<file path="src/rtl/gat_load_pkg.sv">
// gat_load_pkg: shared state enum, width derivation functions and debug word bit positions for the GAT load controller
package gat_load_pkg;
  typedef enum logic [1:0] {IDLE, LOAD, RUN, DONE} state_t;
  function automatic int calc_wpe(input int ew, input int tw);
    return (ew + tw - 1) / tw;
  endfunction
  function automatic int calc_lane_w(input int wpe);
    return wpe > 1 ? $clog2(wpe) : 1;
  endfunction
  function automatic int calc_cnt_w(input int aw);
    return aw + 1;
  endfunction
  localparam int DBG_STATE     = 30;
  localparam int DBG_LAYER     = 28;
  localparam int DBG_ERR_PART  = 27;
  localparam int DBG_ERR_OVF   = 26;
  localparam int DBG_ERR_STATE = 25;
  localparam int DBG_CNT_W     = 19;
endpackage

</file>
<file path="src/rtl/gat_entry_packer.sv">
// gat_entry_packer: packs byte-addressed host words into wide BRAM entries (ports: host write in, packed write out, committed count, sticky errors)
module gat_entry_packer import gat_load_pkg::*; #(
  parameter int TOP_WIDTH = 32,
  parameter int ENTRY_WIDTH = 64,
  parameter int ADDR_W = 18,
  localparam int WPE = calc_wpe(ENTRY_WIDTH, TOP_WIDTH),
  localparam int LANE_W = calc_lane_w(WPE),
  localparam int HADDR_W = ADDR_W + LANE_W + 2,
  localparam int CNT_W = calc_cnt_w(ADDR_W)
) (
  input  logic                   clk,
  input  logic                   rst_n,
  input  logic                   clr_cnt,
  input  logic                   clr_err,
  input  logic                   load,
  input  logic [CNT_W-1:0]       cfg,
  input  logic [TOP_WIDTH-1:0]   din,
  input  logic                   ena,
  input  logic                   wea,
  input  logic [HADDR_W-1:0]     addra,
  output logic [ENTRY_WIDTH-1:0] bram_din,
  output logic                   bram_wea,
  output logic [ADDR_W-1:0]      bram_addra,
  output logic [CNT_W-1:0]       count,
  output logic                   err_part,
  output logic                   err_ovf,
  output logic                   err_state
);
  logic [WPE-1:0] mask, lane_bit, mask_nx;
  logic [WPE*TOP_WIDTH-1:0] data, data_nx;
  logic [ADDR_W-1:0] entry, cur;
  logic [LANE_W-1:0] lane;
  logic wr, diff, full;
  always_comb begin
    lane = WPE == 1 ? '0 : addra[LANE_W+1:2];
    entry = addra[HADDR_W-1:LANE_W+2];
    lane_bit = WPE'(1) << lane;
    wr = ena & wea;
    diff = (|mask) & (entry != cur);
    mask_nx = (diff ? '0 : mask) | lane_bit;
    full = &mask_nx;
    data_nx = data;
    data_nx[lane*TOP_WIDTH +: TOP_WIDTH] = din;
  end
  always_ff @(posedge clk or negedge rst_n) begin
    if (!rst_n) begin
      mask <= '0;
      data <= '0;
      cur <= '0;
      count <= '0;
      bram_wea <= 1'b0;
      bram_din <= '0;
      bram_addra <= '0;
      err_part <= 1'b0;
      err_ovf <= 1'b0;
      err_state <= 1'b0;
    end else begin
      bram_wea <= 1'b0;
      if (clr_err) begin
        err_part <= 1'b0;
        err_ovf <= 1'b0;
        err_state <= 1'b0;
      end
      if (clr_cnt) begin
        mask <= '0;
        count <= '0;
      end else if (wr && !load) begin
        err_state <= 1'b1;
      end else if (wr) begin
        data <= data_nx;
        cur <= entry;
        if (diff) err_part <= 1'b1;
        if (!full) begin
          mask <= mask_nx;
        end else begin
          mask <= '0;
          if (count == cfg) begin
            err_ovf <= 1'b1;
          end else begin
            bram_wea <= 1'b1;
            bram_din <= data_nx[ENTRY_WIDTH-1:0];
            bram_addra <= entry;
            count <= count + 1'b1;
          end
        end
      end
    end
  end
endmodule

</file>
<file path="src/rtl/gat_host_load_ctrl.sv">
// gat_host_load_ctrl: multi-channel host-to-BRAM loader and layer sequencer (ports: host job/write inputs, packed BRAM writes, core start/done handshake, ready and debug)
module gat_host_load_ctrl import gat_load_pkg::*; #(
  parameter int TOP_WIDTH = 32,
  parameter int NUM_CH = 3,
  parameter int ENTRY_WIDTH = 64,
  parameter int ADDR_W = 18,
  parameter int LAYER_W = 2,
  localparam int WPE = calc_wpe(ENTRY_WIDTH, TOP_WIDTH),
  localparam int LANE_W = calc_lane_w(WPE),
  localparam int HADDR_W = ADDR_W + LANE_W + 2,
  localparam int CNT_W = calc_cnt_w(ADDR_W)
) (
  input  logic                          clk,
  input  logic                          rst_n,
  input  logic                          host_start,
  input  logic [NUM_CH-1:0]             host_load_done,
  input  logic [NUM_CH*CNT_W-1:0]       cfg_num_entries,
  input  logic [LAYER_W-1:0]            cfg_num_layers,
  input  logic [NUM_CH*TOP_WIDTH-1:0]   host_din,
  input  logic [NUM_CH-1:0]             host_ena,
  input  logic [NUM_CH-1:0]             host_wea,
  input  logic [NUM_CH*HADDR_W-1:0]     host_addra,
  output logic [NUM_CH*ENTRY_WIDTH-1:0] bram_din,
  output logic [NUM_CH-1:0]             bram_wea,
  output logic [NUM_CH*ADDR_W-1:0]      bram_addra,
  output logic                          core_start,
  output logic [LAYER_W-1:0]            core_layer,
  input  logic                          core_done,
  output logic                          gat_ready,
  output logic [31:0]                   gat_debug
);
  state_t state;
  logic [LAYER_W-1:0] layer;
  logic [NUM_CH-1:0][CNT_W-1:0] count;
  logic [NUM_CH-1:0] cnt_ok, e_part, e_ovf, e_state;
  logic start_job, next_layer, clr_cnt, load, all_done;
  logic [CNT_W+DBG_CNT_W-1:0] cnt_ext;
  logic [LAYER_W+1:0] layer_ext;
  always_comb begin
    start_job = host_start & ((state == IDLE) | (state == DONE));
    next_layer = (state == RUN) & core_done & (layer < cfg_num_layers);
    clr_cnt = start_job | next_layer;
    load = state == LOAD;
    all_done = &(cnt_ok & host_load_done);
    cnt_ext = {{DBG_CNT_W{1'b0}}, count[0]};
    layer_ext = {2'b00, layer};
    gat_debug = '0;
    gat_debug[DBG_STATE +: 2] = state;
    gat_debug[DBG_LAYER +: 2] = layer_ext[1:0];
    gat_debug[DBG_ERR_PART] = |e_part;
    gat_debug[DBG_ERR_OVF] = |e_ovf;
    gat_debug[DBG_ERR_STATE] = |e_state;
    gat_debug[DBG_CNT_W-1:0] = cnt_ext[DBG_CNT_W-1:0];
  end
  assign core_layer = layer;
  for (genvar i = 0; i < NUM_CH; i++) begin : g_ch
    gat_entry_packer #(
      .TOP_WIDTH(TOP_WIDTH),
      .ENTRY_WIDTH(ENTRY_WIDTH),
      .ADDR_W(ADDR_W)
    ) u_packer (
      .clk(clk),
      .rst_n(rst_n),
      .clr_cnt(clr_cnt),
      .clr_err(start_job),
      .load(load),
      .cfg(cfg_num_entries[i*CNT_W +: CNT_W]),
      .din(host_din[i*TOP_WIDTH +: TOP_WIDTH]),
      .ena(host_ena[i]),
      .wea(host_wea[i]),
      .addra(host_addra[i*HADDR_W +: HADDR_W]),
      .bram_din(bram_din[i*ENTRY_WIDTH +: ENTRY_WIDTH]),
      .bram_wea(bram_wea[i]),
      .bram_addra(bram_addra[i*ADDR_W +: ADDR_W]),
      .count(count[i]),
      .err_part(e_part[i]),
      .err_ovf(e_ovf[i]),
      .err_state(e_state[i])
    );
    assign cnt_ok[i] = count[i] == cfg_num_entries[i*CNT_W +: CNT_W];
  end
  always_ff @(posedge clk or negedge rst_n) begin
    if (!rst_n) begin
      state <= IDLE;
      layer <= '0;
      core_start <= 1'b0;
      gat_ready <= 1'b0;
    end else begin
      core_start <= 1'b0;
      case (state)
        IDLE: if (host_start) state <= LOAD;
        LOAD: if (all_done) begin
          state <= RUN;
          core_start <= 1'b1;
        end
        RUN: if (core_done) begin
          if (next_layer) begin
            layer <= layer + 1'b1;
            state <= LOAD;
          end else begin
            state <= DONE;
            gat_ready <= 1'b1;
          end
        end
        DONE: if (host_start) begin
          state <= LOAD;
          layer <= '0;
          gat_ready <= 1'b0;
        end
        default: state <= IDLE;
      endcase
    end
  end
endmodule

</file>
<file path="config.mk">
export PLATFORM = sky130hd
export DESIGN_NAME = gat_host_load_ctrl
export DESIGN_NICKNAME = d
export VERILOG_FILES = /design/src/rtl/gat_load_pkg.sv /design/src/rtl/gat_entry_packer.sv /design/src/rtl/gat_host_load_ctrl.sv
export SDC_FILE = /design/constraint.sdc
export NUM_CORES = 1
export LEC_CHECK = 0
export BUFFER_PORTS_ARGS = -buffer_cell sky130_fd_sc_hd__buf_2
export CAP_MARGIN = 5
export CORE_UTILIZATION = 40
export CTS_CLUSTER_SIZE = 12
export DETAILED_ROUTE_END_ITERATION = 10
export PLACE_DENSITY = 0.72
export SYNTH_ARGS = -nofsm -noshare
export SYNTH_HDL_FRONTEND = slang
export SYNTH_HIERARCHICAL = 1
export SYNTH_SLANG_ARGS = --single-unit
</file>
<file path="constraint.sdc">
create_clock -name clk -period 3.9 [get_ports clk]
set_input_delay 0.195 -clock clk [delete_from_list [all_inputs] [get_ports clk]]
set_output_delay 0.195 -clock clk [all_outputs]
set_load 0.01 [all_outputs]
</file>
==> impl_metrics.ini, run 1 <==
[clock_network]
numCtsBuffers = 67
clkLatencyLatePin_ps = 610
cts_setup_buffers = 0
clkSlewWorstSetupHoldPaths_ps = 60
cts_root_buf = clkbuf_16
cts_sinks = 573
cts_tree = done
htreeDepth = 3
clk_path_buf_depth = 3

[floorplanning]
io_pins = 516
fp.dieH_microns = 264
placementRows = 95
dieWidth_microns = 264
core_sq_um = 67600
start_util_pct = 40.7
dieArea_sq_um = 69800

[worst_hold_path]
hold_end = g_ch[2].u_packer/mask[1]$_DFFE_PN0P_
hold_path.startpoint = host_ena[2]
whs_path_depth = 3
min_path_type = primary input to register

[detailed_routing]
vias_per_cell = 5.12
drt-initial-drc-count = 982
routed_wl_microns = 72500
vias = 19200
wire_per_inst_microns = 19.3
ant_nets = 0
drtPass1Iterations = 5
drcViolationCount = 0

[worst_setup_path]
cp_cell_sequence = ha_1 > o21ai_0 > nand4b_1 > nand2b_4 > nand2b_1 > or3_4 > buf_12 > mux2_4
max_stage_delay_ps = 620
r2r_end = g_ch[1].u_packer/bram_din[57]$_DFFE_PN0P_
r2r_slack_ps = 520
critPathSlowestCell = or3_4
cp_max_fo = 44
critPathKind = register to register
crit_path_end_kind = register
crit_cells = 8
path_buf_inv = 1
r2r_start = core_layer[1]$_DFFE_PN0P_
start_kind = register
required_ps = 4370
path_delay_family = simple AND/OR/NAND/NOR gates
worstPathArrival_ps = 3840
ff2ff_path_depth = 8

[timing]
rsz0062_at_grt = no
finalSetupTns_ps = 0
min_period_ps = 3380
slew_viol_final = 0
skew_ps = 33.8
fin_hold_ws_ps = 40.8
clock.fmax_mhz = 296
fin_crit_sh_pct = 86.6
tightest_slew_ps = 986
slew-limit-headroom_pct = 34.3
fin_ws_ps = 524
setup_violations = 0
final_hold_viol_count = 0

[global_routing]
grt_pass1_vias = 20000
grt_antenna_before_repair = 11
grt_max_degree = 104
globalRouteOverflowTotal = 0
grt_pass1_wl_microns = 114000
grtUsageTotal_pct = 20.6

[place]
place.gp.congestion = 0.869
numPortBuffers = 503
dp_hpwl_microns = 49000
pre_cts_ws_ps = 567

[layout]
n_fill_cell = 5692
multi_input_area_sq_um = 12300
drive_gt1_share_pct = 40.4
ff_latch_area_sq_um = 14300
syn2layout_area_growth_pct = 25.9
nNetsFinal = 3066

[logic_synthesis]
synthFlopType = dfrtp_1
syn_area_sq_um = 27500
syn_avg_cell_area_sq_um = 12.7
syn_inst = 2168
yosysWarnings = 6
synth_area_leaders = dfrtp_1 52%, mux2_2 14%, mux2_4 8.7%
synth.distinct_cells = 56
synth_top_cell_area_share_pct = 52.1
synth_top_cell_by_area = dfrtp_1
synthArstFlopShare_pct = 100
seq_area_frac_synth_pct = 52.1
synth_edf_count = 0
ys_ff_latch = 573

[flow_run]
drv_cap = 0

[power]
vdd_drop_max_mv = 0.411
p_leak_nw = 17.5
power_density_nw_per_um2 = 516

[outcome]
outcome = finished, final reports clean
[layer usage]
layer | up-vias | wire, microns | track usage [%]
li1 | 8945 | - | -
met1 | 9582 | 30500 | 25.8
met2 | 561 | 34400 | 33.7
met3 | 123 | 5370 | 6.76
met4 | 8 | 2170 | 6.69
met5 | - | 50 | 0
[synthesized netlist by cell type, types with 22 or more instances]
master	number
dfrtp_1	573
mux2_2	332
nand2_1	259
mux2_4	160
xnor2_1	86
xor2_1	83
mux2i_1	70
clkbuf_1	69
o21ai_0	56
nor4_1	42
a21oi_1	41
nand3_1	35
nor2_1	34
o21ai_1	33
nand4_1	31
mux2_1	27
inv_1	23
or3_1	22
[worst max path at each step]
stage,to,slack [ps],from
floorplan,g_ch[2].u_packer/data[10]$_DFFE_PN0P_,980,state[0]$_DFFE_PN0P_
global placement,g_ch[1].u_packer/bram_addra[10]$_DFFE_PN0P_,580,core_layer[1]$_DFFE_PN0P_
detailed placement,g_ch[1].u_packer/bram_addra[10]$_DFFE_PN0P_,570,core_layer[1]$_DFFE_PN0P_
CTS,g_ch[1].u_packer/bram_addra[10]$_DFFE_PN0P_,510,core_layer[1]$_DFFE_PN0P_
global route,g_ch[1].u_packer/bram_addra[10]$_DFFE_PN0P_,300,core_layer[1]$_DFFE_PN0P_
finish,g_ch[1].u_packer/bram_din[57]$_DFFE_PN0P_,520,core_layer[1]$_DFFE_PN0P_
[worst min-delay path, cell delays in order]
cell	delay, ps
buf_2	100
a31oi_1	110
a21o_1	190
[placed cells by master, fill, tap and decap left out, drive strengths merged, types with 5 or more instances in the layout]
master | Yosys | final
dfrtp | 573 | 573
buf | 52 | 548
mux2 | 519 | 519
nand2 | 259 | 259
dlygate4sd3 | 0 | 159
clkbuf | 70 | 95
o21ai | 89 | 89
xnor2 | 86 | 86
xor2 | 83 | 83
mux2i | 70 | 70
nor4 | 43 | 43
a21oi | 41 | 41
nand3 | 35 | 35
nor2 | 34 | 34
nand4 | 31 | 31
inv | 23 | 27
or3 | 24 | 24
o31ai | 21 | 21
or4 | 21 | 21
nor2b | 19 | 19
and3 | 11 | 11
clkinv | 0 | 9
ha | 8 | 8
conb | 1 | 6
bufinv | 0 | 6
o32ai | 5 | 5
and4 | 5 | 5
nor3 | 5 | 5
[sequential cells by signal, summed over array words and instances, names as in the netlist]
name	count
core_layer	2
core_start	1
g_ch.u_packer/bram_addra	54
g_ch.u_packer/bram_din	192
g_ch.u_packer/bram_wea	3
g_ch.u_packer/count	57
g_ch.u_packer/cur	54
g_ch.u_packer/data	192
g_ch.u_packer/err_ovf	3
g_ch.u_packer/err_part	3
g_ch.u_packer/err_state	3
g_ch.u_packer/mask	6
gat_ready	1
state	2
[power breakdown]
group | switching (mW) | internal (mW) | leakage [nW]
clock | 2.51 | 3.88 | 1.10
sequential | 0.674 | 7.23 | 7.59
combinational | 1.67 | 1.91 | 8.80
[final cells by class]
type	count	area share (%)
sequential	573	41.4
multi-input combinational	1455	35.5
timing repair buffer	707	13.1
clock buffer	95	5.61
tap	873	3.15
clock inverter	21	0.882
inverter	23	0.249
antenna	4	0.0289
[logic make-up (layout without fill, tap and decap cells)]
family          Yosys count  in the layout  synth area share (%)
mux                     589            589                  26.0
flops                   573            573                  52.1
simple gates            503            503                  8.91
compound gates          180            180                  3.84
xor+xnor                169            169                  5.38
buf+inv                 145            846                  3.38
fa+ha+maj                 8              8                 0.364
other cells               1             10                0.0136
[through the flow]
step                      std cells  instance area, sq um  total power, mW  util (%)
after floorplan                2173                 27500             10.3         -
after detailed placement       3472                 30800             11.5      45.5
after CTS                      3747                 34600             18.1      51.2
after global placement         3472                 30800             11.3      45.5
after global routing           3750                 34600             18.8      51.2
final                          3751                 34600             17.9      51.2
[timing repair]
action | CTS | global route
hold buffers | 159 | 0
hold endpoints to repair | 567 | 0
gates resized for setup | 0 | 0
setup endpoints to repair | 0 | 0
Power figures use the tool's default switching activity.
==> run 2: changes to the inputs <==
REMOVE_ABC_BUFFERS = 1   (was not set)
SLEW_MARGIN = 0   (was not set)
==> impl_metrics.ini, run 2 (synthesized netlist as in run 1, its figures left out) <==
[outcome]
outcome = finished, final reports clean

[flow_run]
drv_cap = 0

[timing]
slew-limit-headroom_pct = 21.3
skew_ps = 20.8
tightest_slew_ps = 1180
final_hold_viol_count = 0
fin_hold_ws_ps = 62.0
setup_violations = 0
finalSetupTns_ps = 0
clock.fmax_mhz = 298
fin_crit_sh_pct = 86.0
slew_viol_final = 0
fin_ws_ps = 546
min_period_ps = 3350
rsz0062_at_grt = no

[clock_network]
cts_hold_buf = 157
clkSlewWorstSetupHoldPaths_ps = 60
cts.repair.resized = 0
clkLatencyLatePin_ps = 590
htreeDepth = 3
cts_setup_buffers = 0
cts_root_buf = clkbuf_16
numCtsBuffers = 66
clk_path_buf_depth = 3
cts_sinks = 573
cts_tree = done

[detailed_routing]
drt-initial-drc-count = 1062
wl_met1_microns = 30500
drtPass1Iterations = 5
ant_nets = 0
drcViolationCount = 0
highest_layer = met5
vias_per_cell = 5.15
wire_per_inst_microns = 19.1
met3_length_microns = 4030
vias = 19300
wl_met2_microns = 34600
routed_wl_microns = 71700

[place]
place.gp.congestion = 0.912
numPortBuffers = 503
dp_hpwl_microns = 48300
dpl_cell_area_sq_um = 30900
place_inst = 3480
pre_cts_ws_ps = 544

[global_routing]
grtUsageTotal_pct = 20.3
grt_antenna_before_repair = 6
grt_pass1_wl_microns = 113000
grt_max_degree = 106
grt_pass1_vias = 20100
globalRouteOverflowTotal = 0

[layout]
final_common_cell = dfrtp_1
final_area_sq_um = 34600
largestRegisters = g_ch.u_packer/bram_din x192, g_ch.u_packer/data x192, g_ch.u_packer/count x57
utilization_pct = 51.2
drive_gt1_share_pct = 40.5
layout.cells.non_filler = 3755
final_cell_mix = 573 x dfrtp_1, 501 x buf_2, 332 x mux2_2
syn2layout_area_growth_pct = 25.8
nNetsFinal = 3071

[worst_setup_path]
worstPathArrival_ps = 3820
r2r_end = g_ch[1].u_packer/bram_din[22]$_DFFE_PN0P_
crit_path_end_kind = register
crit_start = state[0]$_DFFE_PN0P_
cp_max_fo = 22
r2r_slack_ps = 550
required_ps = 4370
critPathKind = register to register
start_kind = register
r2r_start = state[0]$_DFFE_PN0P_
ff2ff_path_depth = 8

[worst_hold_path]
min_path_type = primary input to register
whs_path_depth = 3
hold_end = g_ch[2].u_packer/mask[1]$_DFFE_PN0P_
hold_path.startpoint = host_wea[2]

[floorplanning]
placementRows = 95
fp.dieH_microns = 264
start_util_pct = 40.7
dieArea_sq_um = 69800
core_sq_um = 67600
io_pins = 516
dieWidth_microns = 264

[power]
power_density_nw_per_um2 = 506
vdd_drop_max_mv = 0.354
p_leak_nw = 17.5
total_power_mw = 17.5
[run 2: cell count changes in the layout (fill, tap and decap cells not counted), moves of 2 or more]
| cell | change |
|---|---|
| clkinv_2 | +5 |
| clkinvlp_4 | -2 |
| buf_12 | +4 |
| bufinv_16 | -5 |
| buf_4 | +4 |
| dlygate4sd3_1 | -2 |
| inv_6 | -2 |
| clkbuf_1 | +2 |
[run 2: layout make-up]
cell class / count / area (sq um)
multi-input combinational: 1455 / 12300
fill: 5706 / 33000
clock inverter: 17 / 155
antenna: 3 / 7.51
tap: 873 / 1090
sequential: 573 / 14300
timing repair buffer: 713 / 4640
clock buffer: 98 / 1980
inverter: 23 / 86.3
[run 2: power by group]
group          total (mW)  switching, mW  leakage [nW]  internal [mW]
logic                3.54           1.63          8.86           1.91
clock network        6.10           2.51          1.06           3.59
registers            7.89          0.663          7.59           7.23
total                17.5           4.80          17.5           12.7
[run 2: critical path: stages (launching register included)]
cell and delay, ps:
dfrtp_1 420, inv_1 80, ha_1 290, and2_1 420
nand2b_4 360, nand2b_1 330, or3_4 480, buf_4 470
mux2_4 350
[run 2: worst max-delay path by stage]
| stage | end | slack (ps) | cells past startpoint |
|---|---|---|---|
| 2_1_floorplan | g_ch[2].u_packer/bram_addra[10]$_DFFE_PN0P_ | -2480 | 8 |
| 3_3_place_gp | g_ch[1].u_packer/bram_din[6]$_DFFE_PN0P_ | 550 | 7 |
| 3_5_place_dp | g_ch[1].u_packer/bram_din[34]$_DFFE_PN0P_ | 540 | 7 |
| 4_1_cts | g_ch[1].u_packer/bram_din[22]$_DFFE_PN0P_ | 520 | 7 |
| 5_1_grt | g_ch[2].u_packer/bram_din[14]$_DFFE_PN0P_ | 340 | 10 |
| 6_report | g_ch[1].u_packer/bram_din[22]$_DFFE_PN0P_ | 550 | 8 |
[run 2: layer usage]
| metal | vias to the layer above | track usage, % |
|---|---|---|
| met5 | - | 0 |
| met4 | 6 | 7.78 |
| met3 | 142 | 4.61 |
| met2 | 566 | 33.8 |
| met1 | 9645 | 25.6 |
| li1 | 8965 | - |
==> run 3: changes to the inputs <==
RECOVER_POWER = 25   (was not set)
==> impl_metrics.ini, run 3 (synthesized netlist as in run 1, its figures left out) <==
[worst_setup_path]
required_ps = 4370
crit_path_end_kind = register
cp_cell_sequence = inv_1 > ha_1 > and2_1 > nand2b_4 > nand2b_1 > or3_4 > buf_4 > mux2_4
ff2ff_path_depth = 8
max_stage_delay_ps = 480
critPathSlowestCell = or3_4
critPathKind = register to register
worstPathArrival_ps = 3820
path_delay_family = simple AND/OR/NAND/NOR gates
path_buf_inv = 2
start_kind = register
r2r_end = g_ch[1].u_packer/bram_din[22]$_DFFE_PN0P_
r2r_start = state[0]$_DFFE_PN0P_
cp_max_fo = 22
r2r_slack_ps = 550

[timing]
min_period_ps = 3350
slew-limit-headroom_pct = -95.2
slew_viol_final = 102
finalSetupTns_ps = 0
fin_crit_sh_pct = 85.9
rsz0062_at_grt = no
skew_ps = 20.7
fin_hold_ws_ps = 62.1
setup_violations = 0
final_hold_viol_count = 0
fin_ws_ps = 550
clock.fmax_mhz = 298
tightest_slew_ps = 2930

[layout]
layout.cells.non_filler = 3755
n_fill_cell = 5757
final_cell_mix = 573 x dfrtp_1, 427 x buf_2, 332 x mux2_2
final_common_cell = dfrtp_1
nNetsFinal = 3071
largestRegisters = g_ch.u_packer/bram_din x192, g_ch.u_packer/data x192, g_ch.u_packer/count x57
final_area_sq_um = 34500
syn2layout_area_growth_pct = 25.4
multi_input_area_sq_um = 12300
drive_gt1_share_pct = 37.9
ff_latch_area_sq_um = 14300

[detailed_routing]
ant_nets = 0
routed_wl_microns = 71600
vias_per_cell = 5.16
vias = 19400
drcViolationCount = 0
wire_per_inst_microns = 19.1
drtPass1Iterations = 5
drt-initial-drc-count = 1123

[clock_network]
numCtsBuffers = 66
cts_tree = done
clk_path_buf_depth = 3
htreeDepth = 3
clkSlewWorstSetupHoldPaths_ps = 60
cts_sinks = 573
cts.repair.resized = 0
cts_root_buf = clkbuf_16
clkLatencyLatePin_ps = 590

[worst_hold_path]
hold_end = g_ch[2].u_packer/mask[1]$_DFFE_PN0P_
hold_path.startpoint = host_wea[2]
whs_path_depth = 3
min_path_type = primary input to register

[floorplanning]
dieWidth_microns = 264
dieArea_sq_um = 69800
placementRows = 95
fp.dieH_microns = 264
start_util_pct = 40.7
core_sq_um = 67600
io_pins = 516

[power]
vdd_drop_max_mv = 0.353
power_density_nw_per_um2 = 508
p_leak_nw = 17.2

[global_routing]
grt_antenna_before_repair = 6
globalRouteOverflowTotal = 0
grt_pass1_vias = 20100
grt_max_degree = 106
grt_pass1_wl_microns = 113000
grtUsageTotal_pct = 20.3

[place]
numPortBuffers = 503
dpl_cell_area_sq_um = 30900
place.gp.congestion = 0.912
place_inst = 3480
pre_cts_ws_ps = 544
dp_hpwl_microns = 48300

[outcome]
outcome = finished, violations left
violations = max-capacitance violations, max-slew violations

[flow_run]
drv_cap = 1
## run 3: metal layers
metal  vias to the layer above  part of all wire [%]  track usage (%)  routed length [microns]
li1                       8964                     -                -                        -
met4                         6                   3.5             7.78                     2520
met2                       578                    48             33.8                    34600
met5                         -                 0.054                0                       39
met3                       150                   5.6             4.61                     4040
met1                      9670                    42             25.6                    30400
## run 3: timing repair
action	CTS	global route
setup buffers	0	0
endpoints found under the hold margin	579	0
hold buffers	157	0
## run 3: layout make-up
type                       instances  share of cell area [%]
antenna                            3                  0.0218
clock buffer                      98                    5.73
clock inverter                    17                   0.450
inverter                          23                   0.250
multi-input combinational       1455                    35.7
sequential                       573                    41.6
tap                              873                    3.17
timing repair buffer             713                    13.1
## run 3: how the worst max path moves through the flow
stage                                        start                                           to  slack, ps  cells after the start
2_1_floorplan                 state[0]$_DFFE_PN0P_  g_ch[2].u_packer/bram_addra[10]$_DFFE_PN0P_      -2480                      8
3_3_place_gp   g_ch[1].u_packer/cur[7]$_DFFE_PN0P_     g_ch[1].u_packer/bram_din[6]$_DFFE_PN0P_        550                      7
3_5_place_dp   g_ch[1].u_packer/cur[7]$_DFFE_PN0P_    g_ch[1].u_packer/bram_din[34]$_DFFE_PN0P_        540                      7
5_1_grt                                      rst_n         g_ch[1].u_packer/cur[16]$_DFFE_PN0P_        320                      3
6_report                      state[0]$_DFFE_PN0P_    g_ch[1].u_packer/bram_din[22]$_DFFE_PN0P_        550                      8
4_1_cts        g_ch[1].u_packer/cur[7]$_DFFE_PN0P_    g_ch[1].u_packer/bram_din[22]$_DFFE_PN0P_        520                      7
## run 3: metrics by stage
step	power, mW	utilization [%]
floorplan	10.2	-
detailed placement	11.4	45.7
CTS	17.7	51.2
global placement	11.2	45.7
global route	18.4	51.0
finish	17.5	51.0
## run 3: report_power, final
part	internal [mW]	switching [mW]
Clock	3.59	2.50
Sequential	7.23	0.662
Combinational	1.91	1.63
Total	12.7	4.79
## run 3: worst reg2reg max path: stages (launching register included)
cell and delay (ps):
dfrtp_1 420, inv_1 90, ha_1 290, and2_1 410, nand2b_4 360, nand2b_1 340, or3_4 480, buf_4 500
mux2_4 360
